$ cat src/rtl/muldiv_pkg.sv
// muldiv_pkg: shared types and constants for the iterative multiply/divide
// sequencer (op encoding, FSM states, ALU control codes, negate/abs helpers).
package muldiv_pkg;

  localparam int MD_WIDTH = 32;

  // Operation encoding presented on op
  typedef enum logic [1:0] {
    OP_MULTU = 2'b00,
    OP_DIVU  = 2'b01,
    OP_MULT  = 2'b10,
    OP_DIV   = 2'b11
  } op_e;

  // Sequencer states
  typedef enum logic [2:0] {
    ST_IDLE  = 3'd0,
    ST_PREP  = 3'd1,
    ST_ITER  = 3'd2,
    ST_FIXUP = 3'd3,
    ST_DONE  = 3'd4
  } state_e;

  // Shared ALU control codes
  localparam logic [3:0] ALU_AND = 4'b0000;
  localparam logic [3:0] ALU_OR  = 4'b0001;
  localparam logic [3:0] ALU_ADD = 4'b0010;
  localparam logic [3:0] ALU_SUB = 4'b0110;
  localparam logic [3:0] ALU_SLT = 4'b0111;
  localparam logic [3:0] ALU_NOR = 4'b1100;

  // Two's-complement negate of a 32-bit value
  function automatic logic [31:0] neg32(input logic [31:0] x);
    return ~x + 32'd1;
  endfunction

  // Two's-complement negate of a 64-bit value
  function automatic logic [63:0] neg64(input logic [63:0] x);
    return ~x + 64'd1;
  endfunction

  // Conditional absolute value: negate when the recorded sign is set
  function automatic logic [31:0] cond_neg32(input logic [31:0] x, input logic neg);
    return neg ? neg32(x) : x;
  endfunction

endpackage

$ cat src/rtl/muldiv_seq.sv
// muldiv_seq: 35-cycle iterative MULT/MULTU/DIV/DIVU sequencer that time-shares
// the EX-stage ALU and owns the HI/LO registers (including MTHI/MTLO writes).
// Optional feature macro: MULDIV_SIGNED_EN enables signed MULT/DIV; when it is
// undefined op[1] is ignored and MULT/DIV behave as MULTU/DIVU.
module muldiv_seq
  import muldiv_pkg::*;
#(
  parameter int WIDTH = 32
) (
  input  logic             clk,
  input  logic             rst_n,
  input  logic             start,
  input  logic [1:0]       op,
  input  logic [WIDTH-1:0] rs_val,
  input  logic [WIDTH-1:0] rt_val,
  input  logic             abort,
  input  logic             hi_we,
  input  logic             lo_we,
  input  logic [WIDTH-1:0] wdata,
  output logic [WIDTH-1:0] alu_a,
  output logic [WIDTH-1:0] alu_b,
  output logic [3:0]       alu_ctrl,
  input  logic [WIDTH-1:0] alu_result,
  output logic             busy,
  output logic             done,
  output logic             dz,
  output logic [WIDTH-1:0] hi,
  output logic [WIDTH-1:0] lo
);

`ifdef MULDIV_SIGNED_EN
  localparam logic SIGNED_EN = 1'b1;
`else
  localparam logic SIGNED_EN = 1'b0;
`endif

  state_e      r_state;
  state_e      w_state_nxt;
  logic [4:0]  r_cnt;
  logic [31:0] r_acc_hi;   // P_hi[31:0] for multiply, remainder R for divide
  logic [31:0] r_acc_lo;   // P_lo for multiply, quotient Q for divide
  logic [31:0] r_opnd;     // multiplicand or divisor (magnitude)
  logic [1:0]  r_op;
  logic        r_neg_a;
  logic        r_neg_b;
  logic        r_dz;
  logic [31:0] r_hi;
  logic [31:0] r_lo;

  logic [31:0] w_alu_a;
  logic [31:0] w_alu_b;
  logic [3:0]  w_alu_ctrl;
  logic [32:0] w_rem_sh;
  logic        w_carry;
  logic        w_sub_ok;
  logic        w_neg_a;
  logic        w_neg_b;
  logic [63:0] w_prod;
  logic [31:0] w_hi_res;
  logic [31:0] w_lo_res;
  logic        w_dz_res;

  // Shifted remainder and per-iteration decisions for both algorithms
  assign w_rem_sh = {r_acc_hi, r_acc_lo[31]};
  assign w_carry  = (alu_result < w_alu_a);
  assign w_sub_ok = w_rem_sh[32] | (w_rem_sh[31:0] >= r_opnd);

  // Sign capture in PREP: raw rs is parked in r_acc_hi, raw rt in r_acc_lo
  assign w_neg_a = SIGNED_EN & r_op[1] & r_acc_hi[31];
  assign w_neg_b = SIGNED_EN & r_op[1] & r_acc_lo[31];

  // State register
  always_ff @(posedge clk or negedge rst_n) begin
    if (!rst_n) begin
      r_state <= ST_IDLE;
    end else begin
      r_state <= w_state_nxt;
    end
  end

  // Next-state logic and shared-ALU drive (ALU is only borrowed during ITER)
  always_comb begin
    w_state_nxt = r_state;
    w_alu_a     = 32'd0;
    w_alu_b     = 32'd0;
    w_alu_ctrl  = ALU_AND;
    if (abort && (r_state != ST_IDLE)) begin
      w_state_nxt = ST_IDLE;
    end else begin
      case (r_state)
        ST_IDLE:  w_state_nxt = start ? ST_PREP : ST_IDLE;
        ST_PREP:  w_state_nxt = ST_ITER;
        ST_ITER:  w_state_nxt = (r_cnt == 5'd0) ? ST_FIXUP : ST_ITER;
        ST_FIXUP: w_state_nxt = ST_DONE;
        ST_DONE:  w_state_nxt = ST_IDLE;
        default:  w_state_nxt = ST_IDLE;
      endcase
    end
    if (r_state == ST_ITER) begin
      if (r_op[0]) begin
        w_alu_ctrl = ALU_SUB;
        w_alu_a    = w_rem_sh[31:0];
        w_alu_b    = r_opnd;
      end else begin
        w_alu_ctrl = ALU_ADD;
        w_alu_a    = r_acc_hi;
        w_alu_b    = r_acc_lo[0] ? r_opnd : 32'd0;
      end
    end else begin
      w_alu_ctrl = ALU_AND;
    end
  end

  // Result fixup: sign correction and divide-by-zero override
  always_comb begin
    w_prod   = {r_acc_hi, r_acc_lo};
    w_hi_res = r_acc_hi;
    w_lo_res = r_acc_lo;
    w_dz_res = 1'b0;
    if (r_op[0]) begin
      if (r_opnd == 32'd0) begin
        // Remainder equals |rs|; restoring the sign returns the raw rs_val
        w_hi_res = cond_neg32(r_acc_hi, r_neg_a);
        w_lo_res = 32'hFFFF_FFFF;
        w_dz_res = 1'b1;
      end else begin
        w_hi_res = cond_neg32(r_acc_hi, r_neg_a);
        w_lo_res = cond_neg32(r_acc_lo, r_neg_a ^ r_neg_b);
      end
    end else begin
      if (r_neg_a ^ r_neg_b) begin
        w_prod = neg64({r_acc_hi, r_acc_lo});
      end else begin
        w_prod = {r_acc_hi, r_acc_lo};
      end
      w_hi_res = w_prod[63:32];
      w_lo_res = w_prod[31:0];
    end
  end

  // Datapath: operand capture, iteration, commit and MTHI/MTLO
  always_ff @(posedge clk or negedge rst_n) begin
    if (!rst_n) begin
      r_cnt    <= 5'd0;
      r_acc_hi <= 32'd0;
      r_acc_lo <= 32'd0;
      r_opnd   <= 32'd0;
      r_op     <= 2'b00;
      r_neg_a  <= 1'b0;
      r_neg_b  <= 1'b0;
      r_dz     <= 1'b0;
      r_hi     <= 32'd0;
      r_lo     <= 32'd0;
    end else begin
      case (r_state)
        ST_IDLE: begin
          if (start) begin
            r_acc_hi <= rs_val;
            r_acc_lo <= rt_val;
            r_op     <= op;
            r_dz     <= 1'b0;
          end else begin
            if (hi_we) r_hi <= wdata;
            if (lo_we) r_lo <= wdata;
          end
        end
        ST_PREP: begin
          r_neg_a  <= w_neg_a;
          r_neg_b  <= w_neg_b;
          r_acc_hi <= 32'd0;
          r_cnt    <= 5'd31;
          if (r_op[0]) begin
            r_opnd   <= cond_neg32(r_acc_lo, w_neg_b);
            r_acc_lo <= cond_neg32(r_acc_hi, w_neg_a);
          end else begin
            r_opnd   <= cond_neg32(r_acc_hi, w_neg_a);
            r_acc_lo <= cond_neg32(r_acc_lo, w_neg_b);
          end
        end
        ST_ITER: begin
          if (r_cnt != 5'd0) r_cnt <= r_cnt - 5'd1;
          if (r_op[0]) begin
            r_acc_hi <= w_sub_ok ? alu_result : w_rem_sh[31:0];
            r_acc_lo <= {r_acc_lo[30:0], w_sub_ok};
          end else begin
            r_acc_hi <= {w_carry, alu_result[31:1]};
            r_acc_lo <= {alu_result[0], r_acc_lo[31:1]};
          end
        end
        ST_FIXUP: begin
          if (!abort) begin
            r_hi <= w_hi_res;
            r_lo <= w_lo_res;
            r_dz <= w_dz_res;
          end
        end
        default: begin
          r_cnt <= r_cnt;
        end
      endcase
    end
  end

  assign alu_a    = w_alu_a;
  assign alu_b    = w_alu_b;
  assign alu_ctrl = w_alu_ctrl;
  assign busy     = (r_state != ST_IDLE);
  assign done     = (r_state == ST_DONE);
  assign dz       = r_dz;
  assign hi       = r_hi;
  assign lo       = r_lo;

endmodule

$ cat config.mk
export PLATFORM = sky130hd
export DESIGN_NAME = muldiv_seq
export DESIGN_NICKNAME = d
export VERILOG_FILES = /design/src/rtl/muldiv_pkg.sv /design/src/rtl/muldiv_seq.sv
export SDC_FILE = /design/constraint.sdc
export NUM_CORES = 1
export LEC_CHECK = 0
export BUFFER_PORTS_ARGS = -buffer_cell sky130_fd_sc_hd__buf_2
export CORE_UTILIZATION = 60
export CTS_BUF_LIST = sky130_fd_sc_hd__clkbuf_4
export DETAILED_ROUTE_END_ITERATION = 16
export PLACE_DENSITY_LB_ADDON = 0.05
export SYNTH_ARGS = -nofsm -noshare
export SYNTH_HDL_FRONTEND = slang
export SYNTH_SLANG_ARGS = --single-unit
$ cat constraint.sdc
create_clock -name clk -period 6.65 [get_ports clk]
set_clock_uncertainty 0.1 [all_clocks]
set_input_delay 0.665 -clock clk [delete_from_list [all_inputs] [get_ports clk]]
set_output_delay 0.665 -clock clk [all_outputs]
set_load 0.01 [all_outputs]
==> reports/results.txt <==
syn_area_per_cell: 8.343 µm²
minimum clock period: 4523 ps
max-cap viol count: 0
DIE WIDTH: 137.9 µm
CTS buffer count: 17
grt ovf: 0
met3 wire len: 2.428 mm
Iteration-0 DRC Markers: 818
later-pin clock latency in the skew report: 610 ps
initial core utilization: 0.6147
Port-buffer cells: 267
core area: 18020 µm²
CTS max path bufs: 2
RSZ-0062 raised after global routing: false
R2R Setup Slk: 2130 ps
Top Metal Used: met4
CP startpoint kind: flip-flop
WL/cell: 19.05 µm
CP Max Fanout: 69
placer congestion estimate: 0.9040
die area: 19010 µm²
Setup TNS: 0 ps
post-synth top area share: 0.3840
Lkg Pwr: 6.298 nW
Max IR drop VDD: 0.3307 mV
non-filler cells, final: 1773
number of global-route vias before repair: 10140
Metal-1 WL: 14.65 mm
row count: 49
DR WL met2: 15.74 mm
yosys warns: 0
drt pass-1 iters: 5
drt drc: 0
Post-DP Area: 12490 µm²
hpwl dp: 23.17 mm
# fillers: 1546
commonest non-fill, non-tap cell in the layout: buf_2
fin nets: 1729
area grow syn2layout: 15.14%
sequential area share after synthesis: 0.3840
worst min path class: in2reg
EDFF count, synth: 0
layout cell share with drive strength beyond 1: 0.2148
H-tree Lvls: 4
via count: 10980
worst endpoint required time: 7020 ps
Mapped Area: 11080 µm²
DR vias/cell: 6.194
area of the multi-input gates: 6211 µm²
register area: 4258 µm²
power density cells: 503.2 nW/µm²
die height: 137.9 µm
max-slew violation count: 0
Final Hold Fails: 0
outcome: complete, no violations
dpl cells: 1738
leading cell types in the layout, fill and taps excluded: buf_2 (266), a21oi_1 (211), dfrtp_1 (169)
# setup viols final: 0
post-cts resize count: 0
cell taking the most area after synthesis: dfrtp_1
first-pass GRT wire length: 52.37 mm
Crit. End Element: flip-flop
Clock transition at path regs: 160 ps
hold_ws: 135.6 ps
Root Buffer: clkbuf_4
Synth area leaders: dfrtp_1 (38%), a21oi_1 (9.6%), mux2i_1 (8.7%)
antenna violations before repair: 2
I/O pin count: 271
clk sink count: 170
slew at the pin closest to its max-slew limit: 1196 ps
Critical Path AT: 4890 ps
CTS tree: yes
Peak Freq: 221.1 MHz
Main synth FF type: dfrtp_1
slew margin rel.: 0.2024
Final Cell Area: 12760 µm²
WS Path Type: reg2reg
FFs w/ async S/R, synth: 1.000
period utilization: 0.6801
gr usage total: 0.3586
largest net degree at the start of global routing: 91
number of synthesized register bits: 170
Detail Route Antenna Nets: 0
final wirelength: 33.77 mm
post-synthesis instance total: 1328
Netlist cell types: 48
[where the power goes]
part	internal (mW)	total [mW]	switching [mW]
logic	1.43	3.70	2.28
registers	1.53	2.14	0.616
clock network	0.162	0.573	0.411
[layer usage]
layer / vias to the layer above / GRT usage
met1: 5237 / 0.4841
met4: 0 / 0.1528
li1: 5175 / -
met3: 69 / 0.05263
met5: - / 0
met2: 501 / 0.5744
[per-stage QoR]
step	setup WS (ps)	util	total power, mW
after detailed placement	2217	0.6929	5.802
after global routing	1865	0.7075	6.960
final	2127	0.7078	6.419
after CTS	2177	0.7073	6.383
after floorplan	3361	-	4.639
after global placement	2344	0.6929	5.666
[critical path, cell delays in order (launching register included)]
cell      delay (ps)
dfrtp_1          580
or3b_4           770
inv_2            660
buf_4            470
nand2b_1         150
ha_1             320
nand4_1          160
nor3_1           380
o21ai_0          190
nand3_1          120
nor4_2            60
nor4_1           340
a211oi_2          50
[cell families after synthesis]
| logic type | Yosys count | share of synthesized area |
|---|---|---|
| other | 1 | 0.0003385 |
| XOR/XNOR | 1 | 0.0007907 |
| multiplexers | 96 | 0.08673 |
| flip-flops | 170 | 0.3840 |
| AO/OA/AOI/OAI | 478 | 0.2464 |
| adder cells (fa/ha/maj) | 64 | 0.07228 |
| buffers and inverters | 172 | 0.06211 |
| AND/OR/NAND/NOR | 346 | 0.1474 |
[cell type report]
class	instances	share of cell area
repair buffers	284	0.1164
flip-flops and latches	170	0.3338
inverters	69	0.02030
clock buffers	18	0.01059
clock inverters	13	0.009023
multi-input cells	987	0.4869
well taps	229	0.02246
diodes	3	0.0005885
[state kept, by name, summed over array words and instances (netlist names)]
| signal | count |
|---|---|
| r_cnt | 5 |
| hi | 32 |
| r_state | 3 |
| r_op | 1 |
| dz | 1 |
| r_opnd | 32 |
| r_acc_lo | 32 |
| r_acc_hi | 32 |
| lo | 32 |
[repair_timing]
item | in CTS | in global routing
setup buffers | 0 | 0
hold buffers | 1 | 0
hold endpoints to repair | 68 | 0
[cell usage after synthesis (3+ instances only)]
cell type	instances
a211oi_1	35
a21o_1	8
a21oi_1	213
a221oi_1	30
a31oi_1	3
buf_1	18
buf_2	7
buf_4	5
clkbuf_1	71
dfrtp_1	170
ha_1	64
inv_1	69
mux2i_1	96
nand2_1	148
nand2b_1	33
nand3_1	7
nand4_1	10
nor2_1	53
nor2b_1	32
nor3_1	40
nor4_1	7
o21ai_0	136
o21ai_1	6
o22ai_1	33
o311a_1	3
or3_1	3
[final timing paths]
kind | from | to | cells after the start
max | r_state[1] | r_acc_hi[31] | 12
max in group asynchronous | rst_n | r_op[0] | 3
max reg2reg | r_state[1] | r_acc_hi[31] | 12
min in group asynchronous | rst_n | hi[23] | 2
min reg2reg | hi[25] | hi[25] | 2
min | abort | r_state[1] | 2
No activity file was read; power rests on OpenSTA's default activity.
